File: config.mk
export PLATFORM = sky130hd
export DESIGN_NAME = imem_loader_flat
export DESIGN_NICKNAME = d
export VERILOG_FILES = /design/src/rtl/imem_loader_pkg.sv /design/src/rtl/imem_loader_if.sv /design/src/rtl/imem_word_packer.sv /design/src/rtl/imem_loader.sv /design/src/flat_wrapper.sv
export SDC_FILE = /design/constraint.sdc
export NUM_CORES = 1
export LEC_CHECK = 0
export BUFFER_PORTS_ARGS = -buffer_cell sky130_fd_sc_hd__buf_4
export CAP_MARGIN = 40
export CELL_PAD_IN_SITES_DETAIL_PLACEMENT = 1
export CELL_PAD_IN_SITES_GLOBAL_PLACEMENT = 1
export CORE_MARGIN = 4
export CORE_UTILIZATION = 44
export DETAILED_ROUTE_END_ITERATION = 8
export GPL_TIMING_DRIVEN = 0
export PLACE_DENSITY = 0.76
export SLEW_MARGIN = 15
export SYNTH_ARGS = -nofsm -noshare
export SYNTH_HDL_FRONTEND = slang
export SYNTH_HIERARCHICAL = 1
export SYNTH_SLANG_ARGS = --single-unit
export TNS_END_PERCENT = 1
File: constraint.sdc
create_clock -name clk -period 4.1 [get_ports clk]
set_clock_uncertainty 0.05 [all_clocks]
set_input_delay 0.82 -clock clk [delete_from_list [all_inputs] [get_ports clk]]
set_output_delay 0.82 -clock clk [all_outputs]
set_load 0.01 [all_outputs]
File: src/rtl/imem_loader_pkg.sv
// Shared types and constants for the instruction-memory program loader.
package imem_loader_pkg;

    localparam int unsigned BYTES_PER_WORD = 4;
    localparam int unsigned LEN_W          = 16;

    typedef enum logic [2:0] {
        StIdle,
        StLenHi,
        StLenLo,
        StData,
        StCsum,
        StDone,
        StErr
    } state_e;

endpackage

File: src/rtl/imem_loader_if.sv
// Byte-stream input and instruction-memory write port of the loader.
interface imem_loader_if #(
    parameter int unsigned ADDR_W = 8,
    parameter int unsigned DATA_W = 32
) ();

    logic              byte_valid;
    logic [7:0]        byte_data;
    logic              byte_ready;
    logic              mem_we;
    logic [ADDR_W-1:0] mem_addr;
    logic [DATA_W-1:0] mem_wdata;

    // Loader side: consumes bytes, drives the memory write port.
    modport master (
        input  byte_valid,
        input  byte_data,
        output byte_ready,
        output mem_we,
        output mem_addr,
        output mem_wdata
    );

    // Host side: supplies bytes, observes the memory writes.
    modport slave (
        output byte_valid,
        output byte_data,
        input  byte_ready,
        input  mem_we,
        input  mem_addr,
        input  mem_wdata
    );

endinterface

File: src/rtl/imem_word_packer.sv
// Big-endian byte-to-word shift register with byte index and word-complete flag.
module imem_word_packer
    import imem_loader_pkg::*;
(
    input  logic                          clk_i,
    input  logic                          rst_ni,
    input  logic                          clear_i,
    input  logic                          shift_i,
    input  logic [7:0]                    byte_i,
    output logic [BYTES_PER_WORD*8-1:0]   word_o,
    output logic                          last_o
);

    logic [BYTES_PER_WORD*8-1:0] word_q;
    logic [1:0]                  idx_q;

    // word_o is the word as it stands once byte_i is shifted in, so the top can register it
    // on the same edge as the final byte transfer.
    always_comb begin
        word_o = {word_q[BYTES_PER_WORD*8-9:0], byte_i};
        last_o = shift_i && (idx_q == 2'(BYTES_PER_WORD - 1));
    end

    always_ff @(posedge clk_i) begin
        if (!rst_ni) begin
            word_q <= '0;
            idx_q  <= '0;
        end else if (clear_i) begin
            word_q <= '0;
            idx_q  <= '0;
        end else if (shift_i) begin
            word_q <= word_o;
            idx_q  <= idx_q + 2'd1;
        end
    end

endmodule

File: src/rtl/imem_loader.sv
// Program loader: length-prefixed byte stream to sequential instruction-memory words, with
// XOR checksum and CPU reset hold until a clean load.
module imem_loader
    import imem_loader_pkg::*;
#(
    parameter int unsigned ADDR_W = 8,
    parameter int unsigned DATA_W = 32,
    parameter int unsigned DEPTH  = 256
) (
    input  logic          clk,
    input  logic          reset,
    input  logic          start,
    imem_loader_if.master bus,
    output logic          cpu_rst_n,
    output logic          busy,
    output logic          done,
    output logic          error
);

    state_e              state_q;
    logic                byte_ready_q;
    logic                mem_we_q;
    logic [ADDR_W-1:0]   mem_addr_q;
    logic [DATA_W-1:0]   mem_wdata_q;
    logic                cpu_rst_n_q;
    logic                busy_q;
    logic                done_q;
    logic                error_q;
    logic [LEN_W-1:0]    len_q;
    logic [LEN_W-1:0]    cnt_q;
    logic [7:0]          xor_q;

    logic                xfer;
    logic                load_start;
    logic                pack_shift;
    logic                pack_last;
    logic [BYTES_PER_WORD*8-1:0] pack_word;
    logic [LEN_W-1:0]    len_next;
    logic [LEN_W-1:0]    cnt_inc;

    always_comb begin
        xfer       = bus.byte_valid && byte_ready_q;
        load_start = start && (state_q == StIdle || state_q == StDone || state_q == StErr);
        pack_shift = xfer && (state_q == StData);
        len_next   = {len_q[LEN_W-1:8], bus.byte_data};
        cnt_inc    = cnt_q + LEN_W'(1);
    end

    imem_word_packer u_packer (
        .clk_i   (clk),
        .rst_ni  (reset),
        .clear_i (load_start),
        .shift_i (pack_shift),
        .byte_i  (bus.byte_data),
        .word_o  (pack_word),
        .last_o  (pack_last)
    );

    always_ff @(posedge clk) begin
        if (!reset) begin
            state_q      <= StIdle;
            byte_ready_q <= 1'b0;
            mem_we_q     <= 1'b0;
            mem_addr_q   <= '0;
            mem_wdata_q  <= '0;
            cpu_rst_n_q  <= 1'b0;
            busy_q       <= 1'b0;
            done_q       <= 1'b0;
            error_q      <= 1'b0;
            len_q        <= '0;
            cnt_q        <= '0;
            xor_q        <= '0;
        end else begin
            mem_we_q <= 1'b0;
            unique case (state_q)
                StIdle, StDone, StErr: begin
                    if (load_start) begin
                        state_q      <= StLenHi;
                        byte_ready_q <= 1'b1;
                        busy_q       <= 1'b1;
                        cpu_rst_n_q  <= 1'b0;
                        done_q       <= 1'b0;
                        error_q      <= 1'b0;
                        cnt_q        <= '0;
                        xor_q        <= '0;
                    end
                end
                StLenHi: begin
                    if (xfer) begin
                        len_q[LEN_W-1:8] <= bus.byte_data;
                        state_q          <= StLenLo;
                    end
                end
                StLenLo: begin
                    if (xfer) begin
                        len_q <= len_next;
                        if (32'(len_next) > DEPTH) begin
                            state_q      <= StErr;
                            byte_ready_q <= 1'b0;
                            busy_q       <= 1'b0;
                            error_q      <= 1'b1;
                        end else if (len_next == '0) begin
                            state_q <= StCsum;
                        end else begin
                            state_q <= StData;
                        end
                    end
                end
                StData: begin
                    if (xfer) begin
                        xor_q <= xor_q ^ bus.byte_data;
                        // Counter advances on the same edge the write is registered, so the
                        // write cycle already sits in CSUM after the final word.
                        if (pack_last) begin
                            mem_we_q    <= 1'b1;
                            mem_addr_q  <= ADDR_W'(cnt_q);
                            mem_wdata_q <= DATA_W'(pack_word);
                            cnt_q       <= cnt_inc;
                            if (cnt_inc == len_q) begin
                                state_q <= StCsum;
                            end
                        end
                    end
                end
                StCsum: begin
                    if (xfer) begin
                        byte_ready_q <= 1'b0;
                        busy_q       <= 1'b0;
                        if (bus.byte_data == xor_q) begin
                            state_q     <= StDone;
                            done_q      <= 1'b1;
                            cpu_rst_n_q <= 1'b1;
                        end else begin
                            state_q <= StErr;
                            error_q <= 1'b1;
                        end
                    end
                end
                default: begin
                    state_q      <= StIdle;
                    byte_ready_q <= 1'b0;
                    busy_q       <= 1'b0;
                end
            endcase
        end
    end

    assign bus.byte_ready = byte_ready_q;
    assign bus.mem_we     = mem_we_q;
    assign bus.mem_addr   = mem_addr_q;
    assign bus.mem_wdata  = mem_wdata_q;
    assign cpu_rst_n      = cpu_rst_n_q;
    assign busy           = busy_q;
    assign done           = done_q;
    assign error          = error_q;

endmodule

File: src/flat_wrapper.sv
// flat-port wrapper written by rule: the top's interface ports become plain ports
module imem_loader_flat import imem_loader_pkg::*;
#(
    parameter int unsigned ADDR_W = 8,
    parameter int unsigned DATA_W = 32,
    parameter int unsigned DEPTH  = 256
)
  (clk, reset, start, cpu_rst_n, busy, done, error, bus_byte_valid, bus_byte_data, bus_byte_ready, bus_mem_we, bus_mem_addr, bus_mem_wdata);
  imem_loader_if #(.ADDR_W(ADDR_W), .DATA_W(DATA_W)) bus_i ();
  input  logic clk;
  input  logic reset;
  input  logic start;
  output logic cpu_rst_n;
  output logic busy;
  output logic done;
  output logic error;
  input wire logic [$bits(bus_i.byte_valid)-1:0] bus_byte_valid;
  input wire logic [$bits(bus_i.byte_data)-1:0] bus_byte_data;
  output wire logic [$bits(bus_i.byte_ready)-1:0] bus_byte_ready;
  output wire logic [$bits(bus_i.mem_we)-1:0] bus_mem_we;
  output wire logic [$bits(bus_i.mem_addr)-1:0] bus_mem_addr;
  output wire logic [$bits(bus_i.mem_wdata)-1:0] bus_mem_wdata;
  assign bus_i.byte_valid = bus_byte_valid;
  assign bus_i.byte_data = bus_byte_data;
  assign bus_byte_ready = bus_i.byte_ready;
  assign bus_mem_we = bus_i.mem_we;
  assign bus_mem_addr = bus_i.mem_addr;
  assign bus_mem_wdata = bus_i.mem_wdata;
  imem_loader #(.ADDR_W(ADDR_W), .DATA_W(DATA_W), .DEPTH(DEPTH)) u_core (.clk(clk), .reset(reset), .start(start), .bus(bus_i), .cpu_rst_n(cpu_rst_n), .busy(busy), .done(done), .error(error));
endmodule
==> flow_summary.toml <==
[finish]
antennaDiodeCount = 0
post-route-util = 0.5663
areaGrowthSynthToFinish_pct = 23.67
drive_gt1_frac = 0.1728
fin_nets = 730

[drt]
via_per_inst = 5.591
drt-pass1-iter-count = 4
drc_errors = 0
post_drt_wl_per_cell_um = 19.02
drt_iter0_markers = 249
vias = 4875
ant_nets = 0
drt_wl_total_um = 16590

[power]
pwr-share-clk = 0.492
power.switching_mw = 0.8200
pwr-share-seq = 0.363
peakVddDrop_mv = 0.2651
finalPower_mw = 3.149
p_leak_nw = 2.408
p_int_mw = 2.329
p_per_area_nw_per_um2 = 478.8
p_sw_frac = 0.2604
combPwrFrac = 0.145

[global_route]
grtUsageTotal = 0.2459
grt_pass1_vias = 5203
antenna_found_initial = 0
grt_pass1_wl_um = 27240
overflow = 0
grt_max_degree = 17

[timing]
finalMaxSlewViolations = 0
fin_crit_sh = 0.8969
worst_pin_slew_ns = 0.6614
fin_crit_ns = 3.677
setup_viol = 0
slew_headroom = 0.5574
finalHoldViolCount = 0
timing.fmax_mhz = 271.9

[clocking]
clock_sinks = 113
cts_max_level = 4
cts-buffers-inserted = 17
clkTransAtPathRegs_ns = 0.05
cts_tree = "built"
cts_root_buf = "clkbuf_16"
clk_latency_ns = 0.41
clk_path_buf_depth = 2
ctsHoldBuffers = 0

[setup_path]
rr_worst_depth = 14
worst_path_most_repeated_cell = "and2_1"
max_stage_delay_ns = 0.41
crit_slowest_cell = "a2111oi_0"
r2r-start = "u_core/state_q[0]"
r2r-end = "u_core/state_q[0]"
cp_max_fo = 10
endpoint_kind = "register"
worstPathRequired_ns = 4.34
arrival_ns = 3.92
critical_path.cell_chain = "clkbuf_1 -> and2_1 -> nand2_1 -> inv_1 -> clkbuf_2 -> buf_6 -> buf_12 -> and2_1 -> nand3_1 -> a2111oi_0 -> o311ai_0 -> nor4_2 -> buf_4 -> a21oi_1"
critPathLaunchType = "register"
crit_start = "u_core/state_q[0]"
path_class = "reg -> reg"
regToRegSetupSlack_ns = 0.42

[placement]
port-buffer-count = 57
place_congestion = 0.8345
place_hpwl_um = 11580

[synth]
synthCells = 637
synth-warning-count = 6
async_flop_share = 0
synth.avg_cell_area_um2 = 8.348
synth-edff-count = 0
synth.area.top_cells = "dfxtp_1, mux2i_1, nand2_1"
synth-seq-area-share = 0.4254
netlist_area_um2 = 5318
synth_flop_cell = "dfxtp_1"
ys_seq_elements = 113
synth_top_cell_by_area = "dfxtp_1"
synth_top_area_frac = 0.4254
synth_top_cells_by_count = "dfxtp_1, nand2_1, nor2_1"
yosysMostFrequentCell = "dfxtp_1"
ys_types = 65
syn_nets = 651

[floorplan]
dieArea_um2 = 13910
die_x_um = 117.9
core_um2 = 11610
start_util = 0.4579
fp-row-count = 39
die_height_um = 117.9
pin_count = 58

[min_path]
min_from = "u_core/bus.mem_addr[2]"
hold_path_end = "u_core/bus.mem_addr[2]"
hp-class = "reg -> reg"
min_delay_path_depth = 2

[flow_run]
maxCapViolations = 0

[run_status]
status = "completed"
[power by group through the flow]
stage	Combinational [mW]	Sequential, mW	Clock [mW]
after floorplan	0.303	1.16	0
after global placement	0.426	1.16	0
after detailed placement	0.439	1.17	0
after CTS	0.446	1.14	1.57
after global routing	0.490	1.15	1.64
final	0.456	1.14	1.55
[cell usage in the layout, fill, tap and decap left out, types with 3 or more instances in the layout]
| cell type | instances |
|---|---|
| a21oi_1 | 72 |
| bufinv_16 | 3 |
| a31oi_1 | 3 |
| nand4_1 | 6 |
| o21ai_0 | 23 |
| clkbuf_1 | 29 |
| xnor2_1 | 27 |
| nor3_1 | 7 |
| nor2b_1 | 6 |
| inv_1 | 6 |
| nor2_1 | 79 |
| o211ai_1 | 4 |
| o21a_1 | 4 |
| xor2_1 | 4 |
| nor4_1 | 8 |
| clkbuf_16 | 17 |
| clkbuf_8 | 5 |
| nand3b_1 | 18 |
| nand2_1 | 99 |
| buf_2 | 6 |
| and2_1 | 3 |
| buf_4 | 72 |
| nand3_1 | 6 |
| mux2i_1 | 43 |
| dfxtp_1 | 113 |
| nand2b_1 | 7 |
[worst max-delay path by stage]
stage | endpoint | depth (start not counted)
2_1_floorplan | u_core/bus.mem_addr[5] | 13
3_3_place_gp | u_core/bus.mem_addr[0] | 14
3_5_place_dp | u_core/bus.mem_addr[0] | 14
4_1_cts | u_core/state_q[0] | 13
5_1_grt | u_core/state_q[0] | 14
6_report | u_core/state_q[0] | 14
[timing repair]
item | in CTS | in global routing
endpoints found under the setup margin | 0 | 15
resized for setup | 0 | 3
buffers inserted | 0 | 1
[logic make-up (layout without fill, tap and decap cells)]
| kind of cell | count (synthesis) | after routing | synth area share |
|---|---|---|---|
| simple gates | 258 | 258 | 0.2304 |
| compound gates | 131 | 131 | 0.1459 |
| flops | 113 | 113 | 0.4254 |
| buf+inv | 58 | 150 | 0.05976 |
| mux | 43 | 43 | 0.08094 |
| xor+xnor | 31 | 31 | 0.05106 |
| fa+ha+maj | 3 | 3 | 0.006588 |
[critical path, delay by kind of cell, from the launching register on]
family	cells	cell delay [ns]
compound gates	3	0.78
simple gates	5	1.18
flops	1	0.30
buf+inv	6	1.23
[per-layer routing]
metal | share of wire | wire (µm) | vias up | GRT usage
li1 | - | - | 2343 | -
met1 | 0.43 | 7102 | 2399 | 0.2943
met2 | 0.50 | 8334 | 96 | 0.4258
met3 | 0.034 | 571 | 37 | 0.04469
met4 | 0.035 | 579 | 0 | 0.1158
met5 | 0 | 0 | - | 0
[area by class of cell]
cell class / count / area (µm²)
clock buffers: 24 / 501.7
flip-flops and latches: 113 / 2262
well taps: 143 / 178.9
clock inverters: 8 / 125.1
multi-input cells: 466 / 2738
plain buffers: 51 / 294.0
fillers: 1406 / 5037
repair buffers: 60 / 450.4
inverters: 7 / 26.28
[per-stage QoR]
step	hold WS, ns	cell area (µm²)	TNS (ns)	setup WS [ns]	cells
after floorplan	0.3812	5318	0	1.006	637
after global placement	0.3950	5924	0	0.03447	837
after detailed placement	0.3996	5924	-0.06343	-0.02978	837
after CTS	0.4071	6551	0	0.1014	869
after global routing	0.4204	6576	-0.006503	-0.006503	872
final	0.4046	6576	0	0.4227	872
[flip-flops by register name, summed over array words and instances, names as in the netlist]
register,count
u_core/bus.mem_wdata,32
u_core/u_packer/word_q,24
u_core/state_q,3
u_core/xor_q,8
u_core/cnt_q,16
u_core/done,1
u_core/busy,1
u_core/len_q,16
u_core/error,1
u_core/u_packer/idx_q,2
u_core/bus.mem_addr,8
u_core/bus.mem_we,1
(Power assumes the default switching activity.)
